[src/rtl/rot_pkg.sv]
// rtl/rot_pkg.sv - shared types and constants for the rotate DMA tile scheduler
// Purpose: scheduler state encoding, AHB word size code, byte/word ratio, default burst length.
// Ports: none (package).
package rot_pkg;

    typedef enum logic [2:0] {
        ST_IDLE    = 3'd0,
        ST_RD_REQ  = 3'd1,
        ST_RD_WAIT = 3'd2,
        ST_SHUF    = 3'd3,
        ST_WR_REQ  = 3'd4,
        ST_WR_WAIT = 3'd5,
        ST_NEXT    = 3'd6,
        ST_FIN     = 3'd7
    } state_t;

    localparam logic [2:0] HSIZE_WORD        = 3'b010;
    localparam int         BYTES_PER_WORD    = 4;
    localparam int         DEFAULT_BURST_LEN = 16;

endpackage

[src/rtl/rot_dma_sched_if.sv]
// rtl/rot_dma_sched_if.sv - command/response bundle between the tile scheduler and the DMA core
// Purpose: groups the burst command outputs and the burst-complete pulse.
// Ports (signals): O_START, O_ADDR[31:0], O_COUNT[4:0], O_SIZE[2:0], O_WRITE (scheduler -> DMA core),
//                  I_DMA_DONE (DMA core -> scheduler).
// Modports: master = scheduler side, slave = DMA core side.
interface rot_dma_sched_if;

    logic        O_START;
    logic [31:0] O_ADDR;
    logic [4:0]  O_COUNT;
    logic [2:0]  O_SIZE;
    logic        O_WRITE;
    logic        I_DMA_DONE;

    modport master (
        output O_START,
        output O_ADDR,
        output O_COUNT,
        output O_SIZE,
        output O_WRITE,
        input  I_DMA_DONE
    );

    modport slave (
        input  O_START,
        input  O_ADDR,
        input  O_COUNT,
        input  O_SIZE,
        input  O_WRITE,
        output I_DMA_DONE
    );

endinterface

[src/rtl/rot_tile_addr_gen.sv]
// rtl/rot_tile_addr_gen.sv - source/destination tile pointers and remaining-tile count
// Purpose: loads the job pointers, steps source up and destination down one tile per step,
//          and flags when the current tile is the last one.
// Ports: clk_i, rst_i (async active-high), load_i, step_i, src_base_i[31:0], dst_last_i[31:0],
//        num_tiles_i[TILE_W-1:0] -> src_ptr_o[31:0], dst_ptr_o[31:0], last_o.
module rot_tile_addr_gen
    import rot_pkg::*;
#(
    parameter int BURST_LEN = DEFAULT_BURST_LEN,
    parameter int TILE_W    = 16
) (
    input  logic              clk_i,
    input  logic              rst_i,
    input  logic              load_i,
    input  logic              step_i,
    input  logic [31:0]       src_base_i,
    input  logic [31:0]       dst_last_i,
    input  logic [TILE_W-1:0] num_tiles_i,
    output logic [31:0]       src_ptr_o,
    output logic [31:0]       dst_ptr_o,
    output logic              last_o
);

    localparam logic [31:0] TILE_BYTES = 32'(BYTES_PER_WORD * BURST_LEN);

    logic [31:0]       src_q, src_d;
    logic [31:0]       dst_q, dst_d;
    logic [TILE_W-1:0] rem_q, rem_d;

    always_comb begin
        src_d = src_q;
        dst_d = dst_q;
        rem_d = rem_q;
        if (load_i) begin
            src_d = src_base_i;
            dst_d = dst_last_i;
            rem_d = num_tiles_i;
        end else if (step_i) begin
            // Pointer arithmetic wraps naturally modulo 2^32.
            src_d = src_q + TILE_BYTES;
            dst_d = dst_q - TILE_BYTES;
            rem_d = rem_q - TILE_W'(1);
        end
    end

    always_ff @(posedge clk_i or posedge rst_i) begin
        if (rst_i) begin
            src_q <= '0;
            dst_q <= '0;
            rem_q <= '0;
        end else begin
            src_q <= src_d;
            dst_q <= dst_d;
            rem_q <= rem_d;
        end
    end

    assign src_ptr_o = src_q;
    assign dst_ptr_o = dst_q;
    // Sampled in NEXT before the decrement: one tile left means the job ends after this step.
    assign last_o    = (rem_q == TILE_W'(1));

endmodule

[src/rtl/rot_dma_sched.sv]
// rtl/rot_dma_sched.sv - tile scheduler for the rotate DMA: read burst, word-reversing shuffle, write burst
// Purpose: walks source tiles upward and destination tiles downward, giving a 180 degree rotation.
// Optional feature macro: ROT_DMA_SCHED_TIMEOUT_EN (wait-state timeout driving the sticky O_ERR).
// Ports: I_HCLK, I_HRESET (async active-high), I_GO, I_SRC_BASE[31:0], I_DST_LAST[31:0],
//        I_NUM_TILES[TILE_W-1:0], dma (rot_dma_sched_if.master: O_START/O_ADDR/O_COUNT/O_SIZE/O_WRITE/I_DMA_DONE),
//        O_BUF_XFER_EN, O_BUF_RD_ADDR[7:0], O_BUF_WR_ADDR[7:0], O_BUSY, O_DONE, O_ERR.
module rot_dma_sched
    import rot_pkg::*;
#(
    parameter int BURST_LEN   = DEFAULT_BURST_LEN,
    parameter int TILE_W      = 16,
    parameter int TIMEOUT_CYC = 1024
) (
    input  logic                 I_HCLK,
    input  logic                 I_HRESET,
    input  logic                 I_GO,
    input  logic [31:0]          I_SRC_BASE,
    input  logic [31:0]          I_DST_LAST,
    input  logic [TILE_W-1:0]    I_NUM_TILES,
    rot_dma_sched_if.master      dma,
    output logic                 O_BUF_XFER_EN,
    output logic [7:0]           O_BUF_RD_ADDR,
    output logic [7:0]           O_BUF_WR_ADDR,
    output logic                 O_BUSY,
    output logic                 O_DONE,
    output logic                 O_ERR
);

    localparam logic [7:0] SHUF_LAST = 8'(BURST_LEN - 1);

    state_t      state_q;
    logic [7:0]  shuf_k_q;
    logic        start_q;
    logic [31:0] addr_q;
    logic        write_q;
    logic        xfer_q;
    logic [7:0]  rd_addr_q;
    logic [7:0]  wr_addr_q;
    logic        busy_q;
    logic        done_q;
    logic        err_q;

    logic [31:0] src_ptr;
    logic [31:0] dst_ptr;
    logic        last_tile;
    logic        load;
    logic        step;

    assign load = (state_q == ST_IDLE) && I_GO;
    assign step = (state_q == ST_NEXT);

    rot_tile_addr_gen #(
        .BURST_LEN (BURST_LEN),
        .TILE_W    (TILE_W)
    ) u_addr_gen (
        .clk_i       (I_HCLK),
        .rst_i       (I_HRESET),
        .load_i      (load),
        .step_i      (step),
        .src_base_i  (I_SRC_BASE),
        .dst_last_i  (I_DST_LAST),
        .num_tiles_i (I_NUM_TILES),
        .src_ptr_o   (src_ptr),
        .dst_ptr_o   (dst_ptr),
        .last_o      (last_tile)
    );

`ifdef ROT_DMA_SCHED_TIMEOUT_EN
    localparam logic [31:0] TIMEOUT_LAST = 32'(TIMEOUT_CYC - 1);
    logic [31:0] wait_cnt_q;
`else
    logic unused_timeout_cyc;
    assign unused_timeout_cyc = (TIMEOUT_CYC == 0);
`endif

    always_ff @(posedge I_HCLK or posedge I_HRESET) begin
        if (I_HRESET) begin
            state_q   <= ST_IDLE;
            shuf_k_q  <= '0;
            start_q   <= 1'b0;
            addr_q    <= '0;
            write_q   <= 1'b0;
            xfer_q    <= 1'b0;
            rd_addr_q <= '0;
            wr_addr_q <= '0;
            busy_q    <= 1'b0;
            done_q    <= 1'b0;
            err_q     <= 1'b0;
`ifdef ROT_DMA_SCHED_TIMEOUT_EN
            wait_cnt_q <= '0;
`endif
        end else begin
            // Outputs are registered decodes of the current state, so every strobe
            // trails its state by one cycle; the whole sequence shifts uniformly.
            start_q   <= (state_q == ST_RD_REQ) || (state_q == ST_WR_REQ);
            xfer_q    <= (state_q == ST_SHUF);
            rd_addr_q <= (state_q == ST_SHUF) ? shuf_k_q : 8'd0;
            wr_addr_q <= (state_q == ST_SHUF) ? (SHUF_LAST - shuf_k_q) : 8'd0;
            busy_q    <= (state_q != ST_IDLE);
            done_q    <= (state_q == ST_FIN);

            case (state_q)
                ST_IDLE: begin
                    if (I_GO) begin
                        err_q   <= 1'b0;
                        state_q <= (I_NUM_TILES == '0) ? ST_FIN : ST_RD_REQ;
                    end
                end
                ST_RD_REQ: begin
                    addr_q  <= src_ptr;
                    write_q <= 1'b0;
                    state_q <= ST_RD_WAIT;
`ifdef ROT_DMA_SCHED_TIMEOUT_EN
                    wait_cnt_q <= '0;
`endif
                end
                ST_RD_WAIT: begin
                    if (dma.I_DMA_DONE) begin
                        shuf_k_q <= '0;
                        state_q  <= ST_SHUF;
                    end
`ifdef ROT_DMA_SCHED_TIMEOUT_EN
                    else if (wait_cnt_q == TIMEOUT_LAST) begin
                        err_q   <= 1'b1;
                        state_q <= ST_IDLE;
                    end else begin
                        wait_cnt_q <= wait_cnt_q + 32'd1;
                    end
`endif
                end
                ST_SHUF: begin
                    shuf_k_q <= shuf_k_q + 8'd1;
                    if (shuf_k_q == SHUF_LAST) begin
                        state_q <= ST_WR_REQ;
                    end
                end
                ST_WR_REQ: begin
                    addr_q  <= dst_ptr;
                    write_q <= 1'b1;
                    state_q <= ST_WR_WAIT;
`ifdef ROT_DMA_SCHED_TIMEOUT_EN
                    wait_cnt_q <= '0;
`endif
                end
                ST_WR_WAIT: begin
                    if (dma.I_DMA_DONE) begin
                        state_q <= ST_NEXT;
                    end
`ifdef ROT_DMA_SCHED_TIMEOUT_EN
                    else if (wait_cnt_q == TIMEOUT_LAST) begin
                        err_q   <= 1'b1;
                        state_q <= ST_IDLE;
                    end else begin
                        wait_cnt_q <= wait_cnt_q + 32'd1;
                    end
`endif
                end
                ST_NEXT: begin
                    state_q <= last_tile ? ST_FIN : ST_RD_REQ;
                end
                ST_FIN: begin
                    state_q <= ST_IDLE;
                end
                default: begin
                    state_q <= ST_IDLE;
                end
            endcase
        end
    end

    assign dma.O_START = start_q;
    assign dma.O_ADDR  = addr_q;
    assign dma.O_COUNT = 5'(BURST_LEN);
    assign dma.O_SIZE  = HSIZE_WORD;
    assign dma.O_WRITE = write_q;

    assign O_BUF_XFER_EN = xfer_q;
    assign O_BUF_RD_ADDR = rd_addr_q;
    assign O_BUF_WR_ADDR = wr_addr_q;
    assign O_BUSY        = busy_q;
    assign O_DONE        = done_q;
    assign O_ERR         = err_q;

endmodule

[src/flat_wrapper.sv]
// flat-port wrapper written by rule: the top's interface ports become plain ports
module rot_dma_sched_flat import rot_pkg::*;
#(
    parameter int BURST_LEN   = DEFAULT_BURST_LEN,
    parameter int TILE_W      = 16,
    parameter int TIMEOUT_CYC = 1024
)
  (I_HCLK, I_HRESET, I_GO, I_SRC_BASE, I_DST_LAST, I_NUM_TILES, O_BUF_XFER_EN, O_BUF_RD_ADDR, O_BUF_WR_ADDR, O_BUSY, O_DONE, O_ERR, dma_O_START, dma_O_ADDR, dma_O_COUNT, dma_O_SIZE, dma_O_WRITE, dma_I_DMA_DONE);
  rot_dma_sched_if dma_i ();
  input  logic I_HCLK;
  input  logic I_HRESET;
  input  logic I_GO;
  input  logic [31:0] I_SRC_BASE;
  input  logic [31:0] I_DST_LAST;
  input  logic [TILE_W-1:0] I_NUM_TILES;
  output logic O_BUF_XFER_EN;
  output logic [7:0] O_BUF_RD_ADDR;
  output logic [7:0] O_BUF_WR_ADDR;
  output logic O_BUSY;
  output logic O_DONE;
  output logic O_ERR;
  output wire logic [$bits(dma_i.O_START)-1:0] dma_O_START;
  output wire logic [$bits(dma_i.O_ADDR)-1:0] dma_O_ADDR;
  output wire logic [$bits(dma_i.O_COUNT)-1:0] dma_O_COUNT;
  output wire logic [$bits(dma_i.O_SIZE)-1:0] dma_O_SIZE;
  output wire logic [$bits(dma_i.O_WRITE)-1:0] dma_O_WRITE;
  input wire logic [$bits(dma_i.I_DMA_DONE)-1:0] dma_I_DMA_DONE;
  assign dma_O_START = dma_i.O_START;
  assign dma_O_ADDR = dma_i.O_ADDR;
  assign dma_O_COUNT = dma_i.O_COUNT;
  assign dma_O_SIZE = dma_i.O_SIZE;
  assign dma_O_WRITE = dma_i.O_WRITE;
  assign dma_i.I_DMA_DONE = dma_I_DMA_DONE;
  rot_dma_sched #(.BURST_LEN(BURST_LEN), .TILE_W(TILE_W), .TIMEOUT_CYC(TIMEOUT_CYC)) u_core (.I_HCLK(I_HCLK), .I_HRESET(I_HRESET), .I_GO(I_GO), .I_SRC_BASE(I_SRC_BASE), .I_DST_LAST(I_DST_LAST), .I_NUM_TILES(I_NUM_TILES), .dma(dma_i), .O_BUF_XFER_EN(O_BUF_XFER_EN), .O_BUF_RD_ADDR(O_BUF_RD_ADDR), .O_BUF_WR_ADDR(O_BUF_WR_ADDR), .O_BUSY(O_BUSY), .O_DONE(O_DONE), .O_ERR(O_ERR));
endmodule
[config.mk]
export PLATFORM = sky130hd
export DESIGN_NAME = rot_dma_sched_flat
export DESIGN_NICKNAME = d
export VERILOG_FILES = /design/src/rtl/rot_pkg.sv /design/src/rtl/rot_dma_sched_if.sv /design/src/rtl/rot_tile_addr_gen.sv /design/src/rtl/rot_dma_sched.sv /design/src/flat_wrapper.sv
export SDC_FILE = /design/constraint.sdc
export NUM_CORES = 1
export LEC_CHECK = 0
export ABC_AREA = 1
export BUFFER_PORTS_ARGS = -buffer_cell sky130_fd_sc_hd__buf_2
export CAP_MARGIN = 20
export CORE_MARGIN = 2
export CORE_UTILIZATION = 40
export CTS_BUF_LIST = sky130_fd_sc_hd__clkbuf_16
export DETAILED_ROUTE_END_ITERATION = 10
export GPL_ROUTABILITY_DRIVEN = 0
export PLACE_DENSITY_LB_ADDON = 0.15
export SLEW_MARGIN = 20
export SYNTH_ARGS = -nofsm -noshare
export SYNTH_HDL_FRONTEND = slang
export SYNTH_HIERARCHICAL = 1
export SYNTH_SLANG_ARGS = --single-unit
[constraint.sdc]
create_clock -name I_HCLK -period 4 [get_ports I_HCLK]
set_input_delay 0.8 -clock I_HCLK [delete_from_list [all_inputs] [get_ports I_HCLK]]
set_output_delay 0.8 -clock I_HCLK [all_outputs]
set_load 0.02 [all_outputs]
==> results.yml <==
logic_synthesis:
  yosysSeqAreaShare_pct: 44.89
  postSynth.asyncResetShare_pct: 100.0
  synth_area_per_cell_um2: 7.643
  syn_area_um2: 7971
  synth_edf_count: 0
  yosysMostFrequentCell: "nand2_1"
  synth.largest_area_cell: "dfrtp_1"
  ys_types: 35
  yosys_warnings: 6
  postSynthRegisterBits: 143
  synth_flop_cell: "dfrtp_1"
  ys_top_cells_by_count: "nand2_1 (288), nor2_1 (147), dfrtp_1 (143), nand3_1 (66), inv_1 (65)"
  synth_area_leaders: "dfrtp_1 (45%), nand2_1 (14%), nor2_1 (6.9%)"
  postSynthCellCount: 1043
  synth_top_area_share_pct: 44.89
clocking:
  cts_root_buf: "clkbuf_16"
  cts_tree: "built"
  htreeDepth: 4
  postCtsHoldBufs: 0
  clkTransAtPathRegs_ps: 60
  cts-resized-gates: 0
  cts_made_buffers: 17
  post_cts_buffers: 0
  clk_latency_ps: 430
  clkSinkCount: 143
  cts_buffer_depth: 2
drt:
  drt_iter0_drc: 481
  post_drt_via_cell_ratio: 5.080
  wl_per_cell_um: 16.16
  wl_mm: 23.32
  vias: 7330
  drcViolationCount: 0
  postRouteAntennaNets: 0
  firstDrtPassIters: 5
layout:
  multi_input_area_um2: 3876
  seqCellArea_um2: 3578
  fin_cells: 1443
  fillers: 2007
  finalCoreUtilization_pct: 48.34
  antenna_cells: 0
  drive_above_1_share_pct: 19.78
  areaGrowthSynthToFinish_pct: 18.41
  fin_nets: 1257
placed_design:
  post-place-ws_ps: 1414
  dp_cells: 1412
  port_buffers: 136
  place_hpwl_mm: 16.79
global_routing:
  grt_max_degree: 77
  grt_use_total_pct: 22.79
  antenna_found_initial: 0
  grt_overflow: 0
  grt_pass1_wl_mm: 37.94
  grt_pass1_vias: 7137
floorplan:
  die_x_um: 145.2
  fp-row-count: 51
  start_util_pct: 40.82
  die-area_um2: 21070
  ioPinCount: 146
  coreArea_um2: 19530
  fp.dieH_um: 145.2
worst_setup_path:
  required_ps: 4340
  startpoint_type: "flop"
  worstPathMaxFanout: 38
  end_kind: "flop"
  arrival_ps: 2700
  crit_type: "flop to flop"
sta:
  finalMaxSlewViolations: 0
  finalHoldViolCount: 0
  rsz0062_at_grt: "no"
  worst_pin_slew_ps: 860.4
  post-route-period-util_pct: 58.88
  finalCriticalPeriod_ps: 2355
  slew_headroom_pct: 42.64
  setup_tns_ps: 0
  finalSetupViolCount: 0
  fin_skew_ps: 5.994
  fin_ws_ps: 1645
  fmax_mhz: 424.6
status:
  outcome: "complete, no violations"
hold_path:
  holdCritPathClass: "input pin to async pin"
power:
  powerDensity_nw_per_um2: 792.3
  ir_drop_mv: 0.3090
  sequentialPowerShare_pct: 36.5
  internal-power_mw: 4.200
  p_switching_mw: 3.279
  fin_total_pwr_mw: 7.478
  netSwitchingFraction_pct: 43.84
  p_clk_share_pct: 23.2
  combPwrFrac_pct: 40.2
  p_leak_nw: 4.637
run:
  maxCapViolations: 0
-- path summary, 6_finish.rpt --
path | start | endpoint | slack, ps | cells after the start
worst max-delay path | u_core/state_q[2] | u_core/u_addr_gen/rem_q[14] | 1640 | 8
worst max register to register | u_core/state_q[2] | u_core/u_addr_gen/rem_q[14] | 1640 | 8
max in group asynchronous | I_HRESET | u_core/dma.O_ADDR[22] | 2630 | 3
worst min-delay path | I_HRESET | u_core/dma.O_ADDR[3] | 400 | 2
worst min register to register | u_core/u_addr_gen/src_ptr_o[1] | u_core/u_addr_gen/src_ptr_o[1] | 470 | 2
min in group I_HCLK | u_core/u_addr_gen/src_ptr_o[1] | u_core/u_addr_gen/src_ptr_o[1] | 470 | 2
-- cells by family after synthesis --
| logic type | share of synthesized area [%] |
|---|---|
| other | 0.09421 |
| AOI/OAI and AO/OA | 12.95 |
| and+or+nand+nor | 30.98 |
| buffers and inverters | 6.906 |
| DFF | 44.89 |
| xor gates and xnor gates | 3.076 |
| adders and majority gates | 1.099 |
-- power by group through the flow --
stage	Sequential [mW]	Combinational, mW	Clock, mW
global route	2.83	3.40	1.82
floorplan	2.79	2.06	0
global placement	2.74	2.99	0
CTS	2.73	3.02	1.77
finish	2.73	3.01	1.74
detailed placement	2.75	3.01	0
-- registers in the layout, summed over array words and instances (netlist names) --
register,count
u_core/O_BUF_RD_ADDR,7
u_core/O_BUF_WR_ADDR,8
u_core/O_BUF_XFER_EN,1
u_core/O_BUSY,1
u_core/O_DONE,1
u_core/dma.O_ADDR,32
u_core/dma.O_START,1
u_core/dma.O_WRITE,1
u_core/shuf_k_q,8
u_core/state_q,3
u_core/u_addr_gen/dst_ptr_o,32
u_core/u_addr_gen/rem_q,16
u_core/u_addr_gen/src_ptr_o,32
-- routing by layer --
layer	global-route usage (%)	wire [um]
met1	31.87	10950
met2	36.60	10920
met3	3.428	1024
met4	7.157	427
met5	0	0
-- cells in the final DEF (no fill, tap or decap), types with 6 or more instances in the layout --
cell / Yosys / final
a21oi_1: 8 / 8
a22oi_1: 45 / 45
buf_2: 11 / 136
buf_4: 21 / 7
clkbuf_16: 0 / 17
conb_1: 2 / 9
dfrtp_1: 143 / 143
ha_1: 7 / 7
inv_1: 65 / 63
inv_2: 9 / 10
nand2_1: 288 / 288
nand2_2: 16 / 16
nand3_1: 66 / 66
nand3b_1: 8 / 8
nand4_1: 9 / 9
nor2_1: 147 / 146
nor2_2: 20 / 20
nor2_4: 8 / 9
nor3_1: 6 / 6
o211ai_1: 8 / 8
o21ai_0: 33 / 33
o21ai_1: 58 / 58
o21bai_1: 6 / 6
xnor2_1: 6 / 6
xor2_1: 22 / 22
-- worst max-delay path, stage by stage (launching register included) --
cell      delay, ps
dfrtp_1         480
inv_2           130
nand2_1         260
nor2_4           90
inv_2           320
nand2_2         100
inv_2           580
nand4_1         160
o211ai_1        140
-- metrics by stage --
stage,hold slack [ps],instance area [um^2]
final,403.7,9439
after detailed placement,458.6,8798
after global routing,426.1,9439
after CTS,410.9,9439
after floorplan,436.7,7998
after global placement,451.2,8798
-- cell type report --
| type | instances | area share, % |
|---|---|---|
| Inverter | 74 | 2.956 |
| Sequential cell | 143 | 37.91 |
| Tap cell | 265 | 3.513 |
| Timing Repair Buffer | 143 | 7.768 |
| Multi-Input combinational cell | 787 | 41.07 |
| Clock buffer | 17 | 4.507 |
| Clock inverter | 14 | 2.280 |
(Power assumes the default switching activity.)
